$ cat config.mk
export PLATFORM = sky130hd
export DESIGN_NAME = bin2ascii_stream
export DESIGN_NICKNAME = d
export VERILOG_FILES = /design/src/rtl/bin2ascii_pkg.sv /design/src/rtl/bin2ascii_lzd.sv /design/src/rtl/bin2ascii_stream.sv
export SDC_FILE = /design/constraint.sdc
export NUM_CORES = 1
export LEC_CHECK = 0
export CORE_MARGIN = 2
export CORE_UTILIZATION = 58
export CTS_CLUSTER_DIAMETER = 50
export DETAILED_ROUTE_END_ITERATION = 10
export GPL_TIMING_DRIVEN = 0
export PLACE_DENSITY = 0.95
export SETUP_SLACK_MARGIN = 0.05
export SLEW_MARGIN = 10
export SYNTH_ARGS = -nofsm -noshare
export SYNTH_HDL_FRONTEND = slang
export SYNTH_SLANG_ARGS = --single-unit
$ cat constraint.sdc
create_clock -name I_CLK -period 6.8 [get_ports I_CLK]
set_input_delay 1.36 -clock I_CLK [delete_from_list [all_inputs] [get_ports I_CLK]]
set_output_delay 1.36 -clock I_CLK [all_outputs]
set_load 0.02 [all_outputs]
$ cat src/rtl/bin2ascii_pkg.sv
// bin2ascii_pkg: shared state encoding, ASCII constants and nibble-to-ASCII mapping.
// CR/LF states exist only when BIN2ASCII_CRLF_EN is defined.
package bin2ascii_pkg;

`ifdef BIN2ASCII_CRLF_EN
    typedef enum logic [2:0] {IDLE, PFX0, PFX1, DIGIT, CR, LF} state_t;
`else
    typedef enum logic [2:0] {IDLE, PFX0, PFX1, DIGIT} state_t;
`endif

    localparam logic [7:0] CH_0    = 8'h30;
    localparam logic [7:0] CH_X    = 8'h78;
    localparam logic [7:0] CH_CR   = 8'h0D;
    localparam logic [7:0] CH_LF   = 8'h0A;
    localparam logic [7:0] CH_A_LO = 8'h61;
    localparam logic [7:0] CH_A_UP = 8'h41;

    function automatic logic [7:0] nibble2ascii(input logic [3:0] nibble, input logic upper);
        return (nibble < 4'd10) ? CH_0 + {4'h0, nibble}
                                : (upper ? CH_A_UP : CH_A_LO) + {4'h0, nibble} - 8'd10;
    endfunction

endpackage

$ cat src/rtl/bin2ascii_lzd.sv
// bin2ascii_lzd: index of the highest non-zero nibble of a word, 0 for an all-zero word.
module bin2ascii_lzd #(
    parameter int DATA_W = 16,
    parameter int DW     = 2
) (
    input  logic [DATA_W-1:0] bin_i,
    output logic [DW-1:0]     dig_o
);

    localparam int NDIG = DATA_W / 4;

    always_comb begin
        dig_o = '0;
        for (int i = 1; i < NDIG; i++)
            if (bin_i[4*i +: 4] != 4'h0) dig_o = DW'(i);
    end

endmodule

$ cat src/rtl/bin2ascii_stream.sv
// bin2ascii_stream: streams a binary word as hex ASCII, one character per handshake.
// Defining BIN2ASCII_CRLF_EN appends CR LF to every word.
module bin2ascii_stream
    import bin2ascii_pkg::*;
#(
    parameter int DATA_W = 16,
    parameter bit UPPER  = 1'b0,
    parameter bit PREFIX = 1'b0
) (
    input  logic              I_CLK,
    input  logic              I_RST,
    input  logic              I_BIN_VALID,
    output logic              O_BIN_READY,
    input  logic [DATA_W-1:0] I_BIN,
    input  logic              I_ZSUP,
    output logic              O_CHAR_VALID,
    input  logic              I_CHAR_READY,
    output logic [7:0]        O_CHAR,
    output logic              O_CHAR_LAST,
    output logic              O_BUSY
);

    localparam int NDIG = DATA_W / 4;
    localparam int DW   = NDIG > 1 ? $clog2(NDIG) : 1;
`ifdef BIN2ASCII_CRLF_EN
    localparam bit CRLF = 1'b1;
`else
    localparam bit CRLF = 1'b0;
`endif

    state_t            state_q;
    logic [DATA_W-1:0] word_q;
    logic [DW-1:0]     dig_q;
    logic [DW-1:0]     lzd_dig;
    logic [DW-1:0]     start_d;
    logic [7:0]        char_q;
    logic              valid_q;
    logic              last_q;

    bin2ascii_lzd #(.DATA_W(DATA_W), .DW(DW)) u_lzd (
        .bin_i (I_BIN),
        .dig_o (lzd_dig)
    );

    assign start_d = I_ZSUP ? lzd_dig : DW'(NDIG - 1);

    function automatic logic [7:0] char_at(input logic [DATA_W-1:0] w, input logic [DW-1:0] d);
        return nibble2ascii(4'(w >> {d, 2'b00}), UPPER);
    endfunction

    // Every state but IDLE holds a valid character, so a transfer is just I_CHAR_READY there.
    always_ff @(posedge I_CLK) begin
        if (I_RST) begin
            state_q <= IDLE;
            word_q  <= '0;
            dig_q   <= '0;
            char_q  <= 8'h00;
            valid_q <= 1'b0;
            last_q  <= 1'b0;
        end else begin
            case (state_q)
                IDLE: if (I_BIN_VALID) begin
                    word_q  <= I_BIN;
                    dig_q   <= start_d;
                    valid_q <= 1'b1;
                    state_q <= PREFIX ? PFX0 : DIGIT;
                    char_q  <= PREFIX ? CH_0 : char_at(I_BIN, start_d);
                    last_q  <= !PREFIX && !CRLF && start_d == '0;
                end
                PFX0: if (I_CHAR_READY) begin
                    state_q <= PFX1;
                    char_q  <= CH_X;
                end
                PFX1: if (I_CHAR_READY) begin
                    state_q <= DIGIT;
                    char_q  <= char_at(word_q, dig_q);
                    last_q  <= !CRLF && dig_q == '0;
                end
                DIGIT: if (I_CHAR_READY) begin
                    if (dig_q == '0) begin
`ifdef BIN2ASCII_CRLF_EN
                        state_q <= CR;
                        char_q  <= CH_CR;
`else
                        state_q <= IDLE;
                        valid_q <= 1'b0;
`endif
                        last_q  <= 1'b0;
                    end else begin
                        dig_q  <= dig_q - 1'b1;
                        char_q <= char_at(word_q, dig_q - 1'b1);
                        last_q <= !CRLF && dig_q == DW'(1);
                    end
                end
`ifdef BIN2ASCII_CRLF_EN
                CR: if (I_CHAR_READY) begin
                    state_q <= LF;
                    char_q  <= CH_LF;
                    last_q  <= 1'b1;
                end
                LF: if (I_CHAR_READY) begin
                    state_q <= IDLE;
                    valid_q <= 1'b0;
                    last_q  <= 1'b0;
                end
`endif
                default: state_q <= IDLE;
            endcase
        end
    end

    assign O_BIN_READY  = state_q == IDLE && !I_RST;
    assign O_BUSY       = state_q != IDLE;
    assign O_CHAR_VALID = valid_q;
    assign O_CHAR       = char_q;
    assign O_CHAR_LAST  = last_q;

endmodule

==> metrics.txt <==
# TYPE chip_impl_metric gauge
chip_impl_metric{name="yosys.cell_types.count",unit=""} 50
chip_impl_info{name="timing.hold.worst.class",value="flop to flop"} 1
chip_impl_metric{name="core_region_area",unit="um2"} 3340
chip_impl_metric{name="floorplan.die.width",unit="um"} 63.0
chip_impl_metric{name="syn_nets",unit=""} 277
chip_impl_info{name="cts_tree",value="built"} 1
chip_impl_metric{name="largest_net_degree_at_the_start_of_global_routing",unit=""} 11
chip_impl_metric{name="place.gp.congestion",unit=""} 0.871
chip_impl_info{name="ctsRootBufferMaster",value="sky130_fd_sc_hd__clkbuf_4"} 1
chip_impl_metric{name="postSynthRegisterBits",unit=""} 29
chip_impl_metric{name="cts_buffer_depth",unit=""} 2
chip_impl_metric{name="setup-tns-final",unit="ns"} 0
chip_impl_metric{name="max_cap_violations",unit=""} 0
chip_impl_metric{name="inserted_clock_buffers",unit=""} 5
chip_impl_metric{name="grt_use_total",unit=""} 0.309
chip_impl_metric{name="final.min_clock_period",unit="ns"} 4.35
chip_impl_info{name="outcome",value="finished, final reports clean"} 1
chip_impl_metric{name="critical_path.max_stage_delay",unit="ns"} 0.55
chip_impl_metric{name="fillCellCount",unit=""} 253
chip_impl_metric{name="drc",unit=""} 0
chip_impl_info{name="crit_path_frequent_cell",value="sky130_fd_sc_hd__clkdlybuf4s50_1"} 1
chip_impl_metric{name="max-vdd-ir-drop",unit="uV"} 248
chip_impl_metric{name="crit_fanout",unit=""} 10
chip_impl_metric{name="worst_slew_pin_tran",unit="ns"} 0.840
chip_impl_info{name="cpMaxStageDelayCell",value="sky130_fd_sc_hd__clkdlybuf4s50_1"} 1
chip_impl_metric{name="worst_slew_margin_relative_to_its_limit",unit=""} 0.440
chip_impl_metric{name="ioPinCount",unit=""} 33
chip_impl_metric{name="met2_wirelength",unit="um"} 2720
chip_impl_info{name="timing.critical_path.to_type",value="output pin"} 1
chip_impl_metric{name="final_cells",unit=""} 329
chip_impl_info{name="cp-endpoint",value="O_BIN_READY"} 1
chip_impl_metric{name="finalNetCount",unit=""} 315
chip_impl_metric{name="route.final.wire_length",unit="um"} 5640
chip_impl_info{name="top_layer_used",value="met4"} 1
chip_impl_metric{name="reg2reg_setup_slack",unit="ns"} 3.96
chip_impl_metric{name="power-per-cell-area",unit="nW/um2"} 375
chip_impl_metric{name="first_pass_grt_wire_length",unit="um"} 9490
chip_impl_metric{name="average_cell_area_after_synthesis",unit="um2"} 8.20
chip_impl_info{name="synth_top_area_cells",value="sky130_fd_sc_hd__dfxtp_1 (29%), sky130_fd_sc_hd__nand2_1 (9.1%), sky130_fd_sc_hd__mux4_2 (8.9%), sky130_fd_sc_hd__a21oi_1 (6.2%), sky130_fd_sc_hd__ha_1 (6.2%)"} 1
chip_impl_metric{name="hold-worst-slack",unit="ns"} 0.461
chip_impl_metric{name="drt-initial-drc-count",unit=""} 204
chip_impl_metric{name="worst_clock_skew",unit="ns"} 0.0139
chip_impl_metric{name="maxSlewViolCount",unit=""} 0
chip_impl_info{name="start_of_the_worst_register_to_register_path",value="dig_q[1]"} 1
chip_impl_metric{name="post_drt_via_cell_ratio",unit=""} 6.47
chip_impl_metric{name="vias",unit=""} 2127
chip_impl_metric{name="clk-insertion-delay-late",unit="ns"} 0.34
chip_impl_metric{name="synth-edff-count",unit=""} 0
chip_impl_metric{name="placed_cells",unit=""} 323
chip_impl_metric{name="finalCoreUtilization",unit=""} 0.727
chip_impl_metric{name="num_rows",unit=""} 21
chip_impl_info{name="r2r_end",value="O_CHAR[2]"} 1
chip_impl_info{name="crit_path_category",value="input port to output pin"} 1
chip_impl_metric{name="holdBufCountCts",unit=""} 0
chip_impl_metric{name="areaGrowthSynthToFinish",unit="%"} 20.3
chip_impl_metric{name="required",unit="ns"} 5.44
chip_impl_metric{name="antenna_found_initial",unit=""} 0
chip_impl_info{name="synth.most_common_cell",value="sky130_fd_sc_hd__nand2_1"} 1
chip_impl_metric{name="post_cts_resize_count",unit=""} 0
chip_impl_metric{name="first_pass_iters",unit=""} 5
chip_impl_metric{name="post_synth_inst_count",unit=""} 246
chip_impl_metric{name="crit_arrival",unit="ns"} 2.99
chip_impl_metric{name="wl_per_cell",unit="um"} 17.1
chip_impl_metric{name="ant_nets",unit=""} 0
chip_impl_info{name="leading_register_cell_type_out_of_synthesis",value="sky130_fd_sc_hd__dfxtp_1"} 1
chip_impl_info{name="setup.worst_path.start_class",value="input port"} 1
chip_impl_metric{name="async_flop_share",unit=""} 0
chip_impl_metric{name="p_leak",unit="nW"} 0.863
chip_impl_metric{name="die-height",unit="um"} 63.0
chip_impl_metric{name="place.port_buffers",unit=""} 31
chip_impl_metric{name="portion_of_the_post_synthesis_area_used_by_sequential_elements",unit=""} 0.288
chip_impl_metric{name="route.met3.wl",unit="um"} 519
chip_impl_metric{name="fmaxAchievable",unit="MHz"} 230
chip_impl_metric{name="combined_buffer_and_inverter_count_along_the_critical_path",unit=""} 3
chip_impl_metric{name="worstRegToRegCells",unit=""} 11
chip_impl_metric{name="vias_in_the_first_global_route",unit=""} 1994
chip_impl_info{name="setup_repair_after_global_routing_missed_its_margin",value="no"} 1
chip_impl_metric{name="grt_remaining_overflow",unit=""} 0
chip_impl_metric{name="timing.hold.worst_path_depth",unit=""} 2
chip_impl_metric{name="finalHoldViolations",unit=""} 0
chip_impl_metric{name="worst-path-stages",unit=""} 4
chip_impl_metric{name="dp_hpwl",unit="um"} 3980
chip_impl_info{name="cp_cell_sequence",value="clkdlybuf4s50_1 > clkbuf_1 > nor2_1 > clkdlybuf4s50_1"} 1
chip_impl_metric{name="synth.cell_area",unit="um2"} 2020
chip_impl_metric{name="number_of_failing_setup_endpoints_in_the_final_timing_report",unit=""} 0
chip_impl_info{name="timing.critical_path.max_delay_family",value="buffers and inverters"} 1
chip_impl_info{name="timing.critical_path.from",value="I_RST"} 1
chip_impl_metric{name="postCtsSetupRepairBufs",unit=""} 0
chip_impl_metric{name="effective_utilization_at_floorplan",unit=""} 0.604
chip_impl_info{name="synth_common_cells",value="sky130_fd_sc_hd__nand2_1 (49), sky130_fd_sc_hd__dfxtp_1 (29), sky130_fd_sc_hd__a21oi_1 (25)"} 1
chip_impl_metric{name="post-layout-total-power",unit="mW"} 0.910
chip_impl_metric{name="die_area",unit="um2"} 3970
chip_impl_metric{name="final_layout_size_suffix_gt1_frac",unit=""} 0.0919
chip_impl_metric{name="m1WireLength",unit="um"} 2180
chip_impl_metric{name="clock_tree.htree_level_count",unit=""} 2
chip_impl_metric{name="synth_top_cell_area_share",unit=""} 0.288
chip_impl_info{name="synth.largest_area_cell",value="sky130_fd_sc_hd__dfxtp_1"} 1
chip_impl_metric{name="final.period_utilization",unit=""} 0.640
chip_impl_metric{name="yosys_warnings",unit=""} 0
chip_impl_metric{name="insertedDiodeCount",unit=""} 0
chip_impl_metric{name="clk_pin_slew_worst_paths",unit="ns"} 0.09
chip_impl_metric{name="cts_num_sinks",unit=""} 29
## stage by stage
stage	worst slack [ns]	area [um2]
2_1_floorplan	3.19	2020
4_1_cts	2.45	2430
5_1_grt	2.39	2430
3_3_place_gp	2.43	2380
6_report	2.45	2430
3_5_place_dp	2.36	2380
## power by group
part	leakage (nW)	switching, mW	internal, mW
logic	0.598	0.330	0.232
clock network	0.0269	0.0600	0.0358
registers	0.239	0.0322	0.220
## sequential cells by signal (all words and copies together) (netlist names)
| register | cells |
|---|---|
| O_CHAR | 7 |
| O_CHAR_LAST | 1 |
| O_CHAR_VALID | 1 |
| dig_q | 2 |
| state_q | 2 |
| word_q | 16 |
## kinds of logic (layout without fill, tap and decap cells)
logic type,Yosys count,count (layout),synth area share
AOI/OAI and AO/OA,73,73,0.252
buffers and inverters,24,61,0.0471
other,1,1,0.00186
DFF,29,29,0.288
and+or+nand+nor,98,98,0.246
xor gates and xnor gates,2,2,0.00869
muxes,9,9,0.0943
adders and majority gates,10,10,0.0620
## how the worst min path moves through the flow
stage | from | to | slack [ns]
2_1_floorplan | word_q[4] | word_q[4] | 0.44
6_report | O_CHAR[6] | O_CHAR[6] | 0.46
5_1_grt | O_CHAR[6] | O_CHAR[6] | 0.49
4_1_cts | O_CHAR[6] | O_CHAR[6] | 0.46
3_5_place_dp | O_CHAR[6] | O_CHAR[6] | 0.45
3_3_place_gp | O_CHAR[3] | O_CHAR[3] | 0.44
## final cells by class
| cell class | count | area, um2 | share of cell area |
|---|---|---|---|
| Multi-Input combinational cell | 193 | 1340 | 0.553 |
| Sequential cell | 29 | 581 | 0.239 |
| Timing Repair Buffer | 31 | 310 | 0.128 |
| Tap cell | 46 | 57.6 | 0.0237 |
| Buffer | 13 | 53.8 | 0.0222 |
| Inverter | 11 | 41.3 | 0.0170 |
| Clock buffer | 5 | 37.5 | 0.0155 |
| Clock inverter | 1 | 5.00 | 0.00206 |
## placed cells by master (no fill, tap or decap), drive strengths merged, types with 3 or more instances in the layout
cell / instances
nand2: 49
clkdlybuf4s50: 31
dfxtp: 29
a21oi: 26
nor2: 19
clkbuf: 16
o21ai: 12
inv: 10
ha: 10
mux4: 8
nor3: 6
a211oi: 5
a31oi: 5
nor4b: 4
o211a: 3
nor2b: 3
a21boi: 3
a221oi: 3
nor4: 3
nand3: 3
## tightest hold or removal path, delay by kind of cell, from the launching register on
kind,cells,cell delay [ns]
DFF,1,0.32
and+or+nand+nor,1,0.05
AOI/OAI and AO/OA,1,0.05
## layer usage
metal | up-vias | global-route usage
met5 | - | 0
li1 | 980 | -
met3 | 24 | 0.0703
met2 | 143 | 0.508
met1 | 980 | 0.373
met4 | 0 | 0.169
Power figures use the tool's default switching activity.
